File: src/rtl/imm_gen_pipe.sv
// RV32I/RV64I immediate generator with PC-relative target and a 2-entry skid buffer.
// Decoded results are registered so decode backpressure never reaches fetch combinationally.
module imm_gen_pipe #(
    parameter int XLEN = 32
) (
    input  logic            clk,
    input  logic            rst,
    input  logic            flush,
    input  logic            in_valid,
    output logic            in_ready,
    input  logic [31:0]     in_inst,
    input  logic [XLEN-1:0] in_pc,
    output logic            out_valid,
    input  logic            out_ready,
    output logic [XLEN-1:0] out_imm,
    output logic [2:0]      out_fmt,
    output logic [XLEN-1:0] out_target,
    output logic [XLEN-1:0] out_pc,
    output logic            out_illegal
);

    localparam logic [2:0] FMT_NONE = 3'd0;
    localparam logic [2:0] FMT_I    = 3'd1;
    localparam logic [2:0] FMT_S    = 3'd2;
    localparam logic [2:0] FMT_B    = 3'd3;
    localparam logic [2:0] FMT_U    = 3'd4;
    localparam logic [2:0] FMT_J    = 3'd5;
    localparam logic [2:0] FMT_Z    = 3'd6;

    localparam bit IS64 = (XLEN == 64);
    localparam int EW   = 3 * XLEN + 4;

    typedef enum logic [1:0] {S_EMPTY, S_ONE, S_TWO} state_t;

    logic [31:0]     raw_imm_d;
    logic [2:0]      fmt_d;
    logic            illegal_d;
    logic [XLEN-1:0] imm_d;
    logic [XLEN-1:0] target_d;
    logic [EW-1:0]   dec_d;

    // Every immediate fits a signed 32-bit value; widening to XLEN is one sign-extending cast.
    always_comb begin
        raw_imm_d = '0;
        fmt_d     = FMT_NONE;
        illegal_d = 1'b0;
        case (in_inst[6:0])
            7'b0110111, 7'b0010111: begin
                fmt_d     = FMT_U;
                raw_imm_d = {in_inst[31:12], 12'b0};
            end
            7'b1101111: begin
                fmt_d     = FMT_J;
                raw_imm_d = {{11{in_inst[31]}}, in_inst[31], in_inst[19:12], in_inst[20],
                             in_inst[30:21], 1'b0};
            end
            7'b1100011: begin
                fmt_d     = FMT_B;
                raw_imm_d = {{19{in_inst[31]}}, in_inst[31], in_inst[7], in_inst[30:25],
                             in_inst[11:8], 1'b0};
            end
            7'b0100011: begin
                fmt_d     = FMT_S;
                raw_imm_d = {{20{in_inst[31]}}, in_inst[31:25], in_inst[11:7]};
            end
            7'b1100111, 7'b0000011, 7'b0010011, 7'b0001111: begin
                fmt_d     = FMT_I;
                raw_imm_d = {{20{in_inst[31]}}, in_inst[31:20]};
            end
            7'b1110011: begin
                if (in_inst[14]) begin
                    fmt_d     = FMT_Z;
                    raw_imm_d = {27'b0, in_inst[19:15]};
                end else begin
                    fmt_d     = FMT_I;
                    raw_imm_d = {{20{in_inst[31]}}, in_inst[31:20]};
                end
            end
            7'b0110011: fmt_d = FMT_NONE;
            7'b0011011: begin
                if (IS64) begin
                    fmt_d     = FMT_I;
                    raw_imm_d = {{20{in_inst[31]}}, in_inst[31:20]};
                end else begin
                    illegal_d = 1'b1;
                end
            end
            7'b0111011: illegal_d = !IS64;
            default:    illegal_d = 1'b1;
        endcase
        if (in_inst[1:0] != 2'b11) begin
            illegal_d = 1'b1;
            fmt_d     = FMT_NONE;
            raw_imm_d = '0;
        end
    end

    assign imm_d    = XLEN'(signed'(raw_imm_d));
    assign target_d = in_pc + imm_d;
    assign dec_d    = {imm_d, target_d, in_pc, fmt_d, illegal_d};

    state_t        state_q;
    logic          out_valid_q;
    logic          in_ready_q;
    logic [EW-1:0] out_q;
    logic [EW-1:0] skid_q;
    logic          acc;
    logic          pop;

    assign acc = in_valid & in_ready_q;
    assign pop = out_valid_q & out_ready;

    always_ff @(posedge clk or posedge rst) begin
        if (rst) begin
            state_q     <= S_EMPTY;
            out_valid_q <= 1'b0;
            in_ready_q  <= 1'b1;
            out_q       <= '0;
            skid_q      <= '0;
        end else if (flush) begin
            state_q     <= S_EMPTY;
            out_valid_q <= 1'b0;
            in_ready_q  <= 1'b1;
        end else begin
            case (state_q)
                S_EMPTY: begin
                    if (acc) begin
                        out_q       <= dec_d;
                        out_valid_q <= 1'b1;
                        state_q     <= S_ONE;
                    end
                end
                S_ONE: begin
                    if (acc && !pop) begin
                        skid_q     <= dec_d;
                        in_ready_q <= 1'b0;
                        state_q    <= S_TWO;
                    end else if (acc && pop) begin
                        out_q <= dec_d;
                    end else if (pop) begin
                        out_valid_q <= 1'b0;
                        state_q     <= S_EMPTY;
                    end
                end
                S_TWO: begin
                    if (pop) begin
                        out_q      <= skid_q;
                        in_ready_q <= 1'b1;
                        state_q    <= S_ONE;
                    end
                end
                default: begin
                    state_q     <= S_EMPTY;
                    out_valid_q <= 1'b0;
                    in_ready_q  <= 1'b1;
                end
            endcase
        end
    end

    assign in_ready    = in_ready_q;
    assign out_valid   = out_valid_q;
    assign out_imm     = out_q[EW-1 -: XLEN];
    assign out_target  = out_q[2*XLEN+3 -: XLEN];
    assign out_pc      = out_q[XLEN+3 -: XLEN];
    assign out_fmt     = out_q[3:1];
    assign out_illegal = out_q[0];

endmodule
File: config.mk
export PLATFORM = sky130hd
export DESIGN_NAME = imm_gen_pipe
export DESIGN_NICKNAME = d
export VERILOG_FILES = /design/src/rtl/imm_gen_pipe.sv
export SDC_FILE = /design/constraint.sdc
export NUM_CORES = 1
export LEC_CHECK = 0
export ABC_CLOCK_PERIOD_IN_PS = 16200
export CAP_MARGIN = 20
export CORE_MARGIN = 1.5
export CORE_UTILIZATION = 53
export CTS_CLUSTER_SIZE = 28
export DETAILED_ROUTE_END_ITERATION = 7
export HOLD_SLACK_MARGIN = 0.12
export PLACE_DENSITY = 0.8
export SLEW_MARGIN = 5
export SYNTH_ARGS = -nofsm -noshare
export SYNTH_HDL_FRONTEND = slang
export SYNTH_SLANG_ARGS = --single-unit
File: constraint.sdc
create_clock -name clk -period 16.2 [get_ports clk]
set_clock_uncertainty 0.05 [all_clocks]
set_input_delay 4.86 -clock clk [delete_from_list [all_inputs] [get_ports clk]]
set_output_delay 4.86 -clock clk [all_outputs]
set_load 0.005 [all_outputs]
# Word level (Yosys, flattened, before mapping)
# Index checks and enable logic that the tools add are counted.
# totals
register_bits	204
input_bits	69
output_inout_bits	102
elab_cells	80
# classes
add_sub_neg	1
eq_ne	28
mux	30
bitwise_logic	3
reduce_logical	13
# op_table
op	count
two-way mux 100 bit	4
case mux 100 bit (3 select lines)	1
case mux 32 bit (6 select lines)	1
two-way mux 32 bit	2
adder 32 bit	1
equality test 7 bit (second input constant)	4
equality test 7 x 6 -> 1 bit (second input constant)	3
!= test 3 bit (second input constant)	6
case mux 3 bit (6 select lines)	1
equality test 7 x 5 -> 1 bit (second input constant)	2
!= test 2 bit (second input constant)	7
two-way mux 2 bit	6
OR reduction 11 bit	1
two-way mux 1 bit	10
!= test 4 bit (second input constant)	2
equality test 7 x 2 -> 1 bit (second input constant)	1
equality test 7 x 4 -> 1 bit (second input constant)	1
two-way mux 3 bit	2
case mux 1 bit (3 select lines)	2
case mux 2 bit (3 select lines)	1
AND reduction 3 bit	2
AND reduction 6 bit	1
AND reduction 5 bit	1
AND reduction 4 bit	1
other kinds (10)	12

# Depth between registers and ports, before layout
# Gate-level depths: netlist (run 1).
# logic_depth
depth_word	8
depth_mapped	19
ltp_nobuf	18

# Worst setup path after synthesis (run 1)
# No wires, ideal clock.
# synth_path
kind	input-to-reg
start	input port in_inst[2]
end	register out_q[67]
setup_time_ps	66
arrival_time_ps	8381
required_time_ps	16084
path_slack_ps	7703
stages	16
n_path_buf	1
cell_sequence	nor2_1 -> nor4b_2 -> nor2_1 -> nor2b_1 -> clkbuf_1 -> a21oi_1 -> inv_1 -> ha_1 -> a2111o_1 -> a2111oi_2 -> o22ai_1 -> a21oi_1 -> a21oi_1 -> a221o_1 -> nor4_1 -> a31o_1
# synth_via
elab_chain_cells	8
word_cells_on_any_way	19
cone_classes	add/sub (1); eq/ne (10); mux (6); reduce/logical (2)
# synth_lines
item	line	rtl
start: declaration	11	input logic [31:0] in_inst,
equality test 7 bit, or another cell as far along	47	case (in_inst[6:0])
OR reduction 4 bit / OR reduction 2 bit (equally long branches)	n/a	
case mux 32 bit (6 select lines) *	47	
two-way mux 32 bit *	91	if (in_inst[1:0] != 2'b11) begin
net imm_d[12]	38	logic [XLEN-1:0] imm_d;
adder 32 bit *	99	assign target_d = in_pc + imm_d;
two-way mux 100 bit	138	end else if (acc && pop) begin
two-way mux 100 bit	134	if (acc && !pop) begin
case mux 100 bit (3 select lines) *	125	case (state_q)
end signal: assignment	147	out_q <= skid_q;
end: declaration	105	logic [EW-1:0] out_q;
# Mark *: on every way through the listed nets, which the timed path passes. The rest lies on a longest branch. The select of a mux whose other input is x is not followed.
# A chain may end at the register's enable or synchronous reset.

# Worst setup path in the final report (run 1)
# layout_path
start	input port in_inst[6]
end	register out_q[65]
# The elaborated chain is that of the path after synthesis.

==> out/qor.csv, run 1 <==
stage,metric,value,unit
synthesis,synth_cells,1134,
synthesis,synth_top_family_by_area,compound AO/OA/AOI/OAI gates,
floorplan,dieArea,20290,um2
placement,gp_congestion,0.9017,
synthesis,yosys.area.top_type,dfrtp_1,
routing,wl_per_cell,18.00,um
worst_setup_path,r2r_cells,9,
placement,io_buffers,170,
pwr,seqPwrFrac,44.9,%
timing,tightest_slew,0.9708,ns
worst_setup_path,start_kind,primary input,
clock_tree,root_buffer,clkbuf_16,
pwr,clock_power_share,27.9,%
pwr,p_int,1.231,mW
clock_tree,clock_path_buffers,3,
synthesis,synth_flop_cell,dfrtp_1,
synthesis,synth_fa_ha_area_share,3.958,%
routing,vias,8755,
timing,fin_setup_tns,0,ns
routing,viasPerCell,5.692,
grt,gr-total-overflow,0,
final_layout,fin_area,12860,um2
timing,drv_slew,0,
run,drv_cap,0,
pwr,power_density,134.1,nW/um2
outcome,status,"finished, final reports clean",
synthesis,ys_types,60,
pwr,swShare,28.66,%
timing,fin_ws,6.799,ns
floorplan,die_y,142.4,um
synthesis,synthMuxAreaShare,5.572,%
clock_tree,cts_tree,done,
synthesis,yosys.area_share.xor_xnor,2.464,%
placement,post-dp-hpwl,19240,um
worst_hold_path,min_from,out_q[89]$_DFFE_PP0P_,
clock_tree,cts_resized,0,
pwr,ir_drop,0.00008962,V
pwr,pwr-share-comb,27.1,%
clock_tree,cts_htree_levels,1,
pwr,p_total,1.725,mW
worst_setup_path,arrival,9.79,ns
grt,grt_max_degree,125,
floorplan,pin_count,171,
worst_setup_path,cp_data_required_time,16.58,ns
routing,remaining_drc_errors,0,
worst_setup_path,endpoint_kind,flip-flop,
grt,grt_pass1_vias,8252,
clock_tree,numCtsBuffers,22,
floorplan,row_count,50,
timing,fin_crit,9.401,ns
grt,top_usage_layer,met2,
final_layout,fin_cells,1538,
final_layout,nNetsFinal,1368,
clock_tree,path_clk_slew,0.06,ns
worst_hold_path,min_path_cells,1,
worst_setup_path,startpoint,in_inst[6],
worst_setup_path,rrSetupSlack,12.92,ns
floorplan,initial_core_util,54.55,%
floorplan,die_x,142.4,um
grt,grt_pass1_wl,43660,um
placement,place_inst,1502,
synthesis,synthSimpleGateAreaFrac,15.75,%
clock_tree,worstSkewPairLatency,0.51,ns
timing,grt_setup_unrepaired,false,
final_layout,utilization,68.09,%
clock_tree,numClockSinks,204,
routing,drt_iter0_drc,587,
clock_tree,cts_hold_buffers,0,
grt,grt_antenna_before_repair,0,
floorplan,core,18890,um2
synthesis,async_flop_share,100.0,%
grt,use_met2,45.15,%
routing,ant_nets,0,
worst_setup_path,cp_max_fo,9,
synthesis,syn-num-nets,1235,
synthesis,synth_enable_flop_cells,0,
grt,grt_use_met1,37.60,%
worst_hold_path,worstHoldPathType,reg -> reg,
final_layout,diodes,0,
routing,firstDrtPassIters,6,
synthesis,ys_ff_latch,204,
worst_setup_path,critPathKind,in -> reg,
pwr,p_switching,0.4942,mW
placement,pre_cts_ws,6.457,ns
final_layout,num-fill-cells,1531,
worst_setup_path,endpoint,out_q[65]$_DFFE_PP0P_,
timing,holdWs,0.4225,ns
synthesis,ys_warn_count,0,
placement,place_area,12160,um2
grt,use_met3,3.735,%
synthesis,syn-cell-area,10310,um2
timing,period_share,58.03,%
timing,fmax,106.4,MHz
final_layout,area.growth.synth_to_final,24.83,%
worst_setup_path,r2r_end,out_q[52]$_DFFE_PP0P_,
timing,slew_headroom,35.13,%
synthesis,yosysSeqAreaShare,49.54,%
final_layout,drive_above_1_share,7.903,%
synthesis,syn_area_per_cell,9.088,um2
synthesis,synth_compound_area_share,18.71,%
clock_tree,cts_setup_buffers,0,
synthesis,yosys-top-cells-area,"dfrtp_1, nand2_1, mux2_2",
grt,track_usage,27.44,%
synthesis,synth_top_cell_area_share,49.29,%
timing,setup_violations,0,
pwr,power_leakage,5.992,nW
routing,drt_wl_total,27690,um
timing,hold_viol_final,0,
worst_setup_path,reg2reg_from,in_ready$_DFFE_PP1P_,
[flip-flops by register name, indices dropped and copies added, names as in the netlist]
register,count
out_q,100
out_valid,1
in_ready,1
skid_q,100
state_q,2
[Yosys cell counts (all sizes together) (6+ instances only)]
cell type,instances
xnor2,14
a21o,25
nand2b,7
buf,8
xor2,15
a211oi,13
nand3,9
mux2,51
nand2,211
a31oi,50
nor2,117
ha,31
o21ai,102
clkbuf,61
a21oi,94
and3,6
inv,39
nor3,6
dfrtp,203
o211ai,6
[cell usage in the layout (no fill, tap or decap), drive strengths merged, types with 2 or more instances in the layout]
| cell type | count |
|---|---|
| clkinv | 3 |
| o22ai | 2 |
| o31ai | 3 |
| o21bai | 5 |
| nor3 | 6 |
| and3 | 6 |
| buf | 8 |
| nor2b | 5 |
| o21a | 5 |
| and3b | 2 |
| and2 | 5 |
| xor2 | 15 |
| nand2 | 211 |
| a31oi | 50 |
| o211ai | 6 |
| a21oi | 94 |
| mux2 | 51 |
| a222oi | 5 |
| a211oi | 13 |
| ha | 31 |
| inv | 39 |
| nor3b | 2 |
| o21ai | 102 |
| xnor2 | 14 |
| nor2 | 117 |
| a2111oi | 2 |
| or2 | 2 |
| a21o | 25 |
| a21boi | 3 |
| nor4 | 3 |
| and2b | 2 |
| clkdlybuf4s50 | 170 |
| and4 | 2 |
| nand2b | 7 |
| clkbuf | 31 |
| dfrtp | 203 |
| nand3 | 9 |
[area by class of cell]
type | instances | area, um2 | area share, %
Clock buffer | 31 | 635.6 | 4.941
Multi-Input combinational cell | 822 | 4817 | 37.44
Clock inverter | 4 | 45.04 | 0.3501
Inverter | 39 | 153.9 | 1.196
Tap cell | 260 | 325.3 | 2.529
Sequential cell | 204 | 5106 | 39.69
Timing Repair Buffer | 178 | 1782 | 13.85
[critical path, cell delays in order]
cell and delay (ns):
clkdlybuf4s50_1 0.54, and4b_1 0.27, o21ai_0 0.16, a21oi_1 0.20
nand2b_1 0.27, a222oi_1 0.71, inv_1 0.10, ha_1 0.37
o21ai_0 0.15, nor3_1 0.33, o211ai_1 0.20, o22ai_1 0.33
a21oi_1 0.11, a21oi_1 0.36, a31oi_1 0.21, or4_1 0.52
nand3_1 0.08
[per-layer routing]
layer | share of wire, % | vias up | wire length, um
met3 | 5.8 | 52 | 1609
met5 | 0 | - | 0
met1 | 43 | 4237 | 11980
met2 | 48 | 283 | 13320
li1 | - | 4183 | -
met4 | 2.8 | 0 | 784
[worst min-delay path by stage]
| stage | to | slack, ns |
|---|---|---|
| 2_1_floorplan | skid_q[65]$_DFFE_PP0P_ | 0.39 |
| 3_3_place_gp | skid_q[65]$_DFFE_PP0P_ | 0.41 |
| 3_5_place_dp | out_q[98]$_DFFE_PP0P_ | 0.42 |
| 4_1_cts | out_q[98]$_DFFE_PP0P_ | 0.43 |
| 5_1_grt | out_q[79]$_DFFE_PP0P_ | 0.45 |
| 6_report | out_q[89]$_DFFE_PP0P_ | 0.42 |
[power groups by stage]
stage	clock, mW	combinational [mW]	sequential [mW]
after floorplan	0	0.228	0.761
after global placement	0	0.453	0.773
after detailed placement	0	0.467	0.780
after CTS	0.488	0.471	0.774
after global routing	0.506	0.516	0.792
final	0.482	0.468	0.775
[cells by family (layout without fill, tap and decap cells)]
kind of cell | count (synthesis) | after routing
xor+xnor | 29 | 29
fa+ha+maj | 32 | 32
compound gates | 324 | 324
buf+inv | 108 | 252
simple gates | 386 | 386
flops | 204 | 204
mux | 51 | 51
Power figures use the tool's default switching activity.
==> inputs of run 2 (changes only) <==
- ABC_CLOCK_PERIOD_IN_PS: 16200 -> 9400
- clock period: 16.2 -> 9.4 ns (I/O delays scaled with it)
==> run 2 against run 1 <==
  * Flip-flop and latch count is the same
  * Critical path type unchanged
  * Design area is 0.49% higher
  * Clock power grew 82%
  * Sequential power is 72% higher
  * Global-route usage down 0.61 points
==> out/qor.csv, run 2 (synthesis results as in run 1) <==
stage,metric,value,unit
timing,grt_setup_unrepaired,false,
final_layout,diodes,0,
worst_setup_path,r2r_cells,9,
clock_tree,numClockSinks,204,
worst_hold_path,min_path_cells,2,
routing,firstDrtPassIters,7,
final_layout,reg_top3,"out_q (100), skid_q (100), state_q (2)",
placement,io_buffers,170,
final_layout,num-fill-cells,1527,
floorplan,initial_core_util,54.55,%
outcome,status,"finished, final reports clean",
floorplan,row_count,50,
clock_tree,cts_htree_levels,1,
routing,wl_per_cell,17.72,um
worst_setup_path,reg2reg_from,in_ready$_DFFE_PP1P_,
routing,ant_nets,0,
pwr,power_density,233.3,nW/um2
final_layout,nNetsFinal,1369,
placement,post-dp-hpwl,19110,um
clock_tree,cts_resized,0,
pwr,p_total,3.016,mW
worst_setup_path,crit_chain,"clkdlybuf4s50_1, and4b_1, o21ai_0, a21oi_1, nand2b_1, a222oi_1, inv_1, ha_1, a211oi_1, nor3_1, o211ai_1, o22ai_1, a21oi_1, a21oi_1, a221o_1, nor4_1, a31o_1",
grt,grt_pass1_vias,8113,
timing,period_share,78.16,%
pwr,power_leakage,6.019,nW
timing,setup_violations,0,
clock_tree,cts_setup_buffers,0,
timing,drv_slew,0,
floorplan,die_y,142.4,um
clock_tree,numCtsBuffers,22,
timing,fin_setup_tns,0,ns
timing,fmax,136.1,MHz
timing,slew_headroom,34.01,%
grt,grt_antenna_before_repair,1,
grt,grt_pass1_wl,42900,um
pwr,ir_drop,0.0001724,V
worst_setup_path,cp_data_required_time,9.79,ns
clock_tree,root_buffer,clkbuf_16,
final_layout,mostFrequentLayoutCells,"nand2_1, dfrtp_1, clkdlybuf4s50_1",
clock_tree,clock_path_buffers,3,
worst_setup_path,arrival,7.73,ns
worst_setup_path,r2r_end,out_q[65]$_DFFE_PP0P_,
worst_hold_path,min_from,out_q[76]$_DFFE_PP0P_,
clock_tree,cts_tree,done,
clock_tree,worstSkewPairLatency,0.50,ns
timing,fin_crit,7.347,ns
floorplan,core,18890,um2
worst_setup_path,critPathKind,in -> reg,
final_layout,layout_commonest_cell,nand2_1,
floorplan,dieArea,20290,um2
run,drv_cap,0,
floorplan,die_x,142.4,um
final_layout,drive_above_1_share,8.333,%
worst_setup_path,crit_slowest_cell,a222oi_1,
routing,viasPerCell,5.655,
worst_setup_path,worst_path_largest_cell_delay,0.79,ns
worst_setup_path,start_kind,primary input,
timing,tightest_slew,0.9899,ns
worst_hold_path,worstHoldPathType,reg -> reg,
placement,gp_congestion,0.9147,
clock_tree,cts_hold_buffers,0,
grt,track_usage,26.84,%
routing,remaining_drc_errors,0,
grt,gr-total-overflow,0,
routing,drt_wl_total,27360,um
routing,vias,8731,
worst_setup_path,rrSetupSlack,6.32,ns
clock_tree,path_clk_slew,0.06,ns
grt,grt_max_degree,125,
worst_hold_path,min_to,out_q[76]$_DFFE_PP0P_,
worst_setup_path,cp_max_fo,9,
final_layout,area.growth.synth_to_final,25.43,%
worst_setup_path,endpoint_kind,flip-flop,
routing,drt_iter0_drc,647,
worst_setup_path,cpMostUsedCell,a21oi_1,
floorplan,pin_count,171,
timing,hold_viol_final,0,
-- run 2: cell count changes in the layout (fill, tap and decap cells not counted), sizes merged --
cell	change
clkinv	+2
clkinvlp	+2
buf	+1
bufinv	+1
-- run 2: how the worst max path moves through the flow --
stage,from,endpoint,cells after the start
3_5_place_dp,in_inst[6],out_q[55]$_DFFE_PP0P_,17
6_report,in_inst[6],out_q[67]$_DFFE_PP0P_,17
2_1_floorplan,rst,out_q[0]$_DFFE_PP0P_,1
5_1_grt,in_inst[6],skid_q[55]$_DFFE_PP0P_,17
3_3_place_gp,in_inst[5],out_q[67]$_DFFE_PP0P_,16
4_1_cts,in_inst[6],out_q[67]$_DFFE_PP0P_,17
-- run 2: layout make-up --
cell class	instances	area (um2)	share of cell area (%)
Timing Repair Buffer	179	1789	13.84
Clock inverter	9	100.1	0.7743
Inverter	39	153.9	1.190
Clock buffer	31	635.6	4.917
Multi-Input combinational cell	822	4817	37.26
Sequential cell	204	5106	39.50
Tap cell	260	325.3	2.516
-- run 2: stage by stage --
step / hold WS [ns] / util, % / setup slack (ns) / instance area (um2) / cells
floorplan: 0.3918 / - / 0.9642 / 10310 / 1134
global placement: 0.4081 / 64.38 / 1.875 / 12160 / 1503
detailed placement: 0.4151 / 64.38 / 1.684 / 12160 / 1503
CTS: 0.4286 / 68.28 / 2.145 / 12900 / 1543
global route: 0.4481 / 68.42 / 1.582 / 12930 / 1544
finish: 0.4228 / 68.42 / 2.053 / 12930 / 1544
-- run 2: report_power, final --
part	switching [mW]	internal, mW
registers	0.167	1.16
clock network	0.350	0.527
logic	0.344	0.463
total	0.861	2.15
-- run 2: worst max-delay path: cells and delay by family --
family / cells / cell delay (ns)
simple gates: 4 / 1.07
compound gates: 10 / 2.84
fa+ha+maj: 1 / 0.33
buf+inv: 2 / 0.65
-- run 2: layer usage --
metal	vias up	routed length (um)	global-route usage, %
li1	4187	-	-
met1	4218	11860	37.61
met2	277	13020	42.64
met3	47	1753	4.643
met4	2	714	8.410
met5	-	11	0
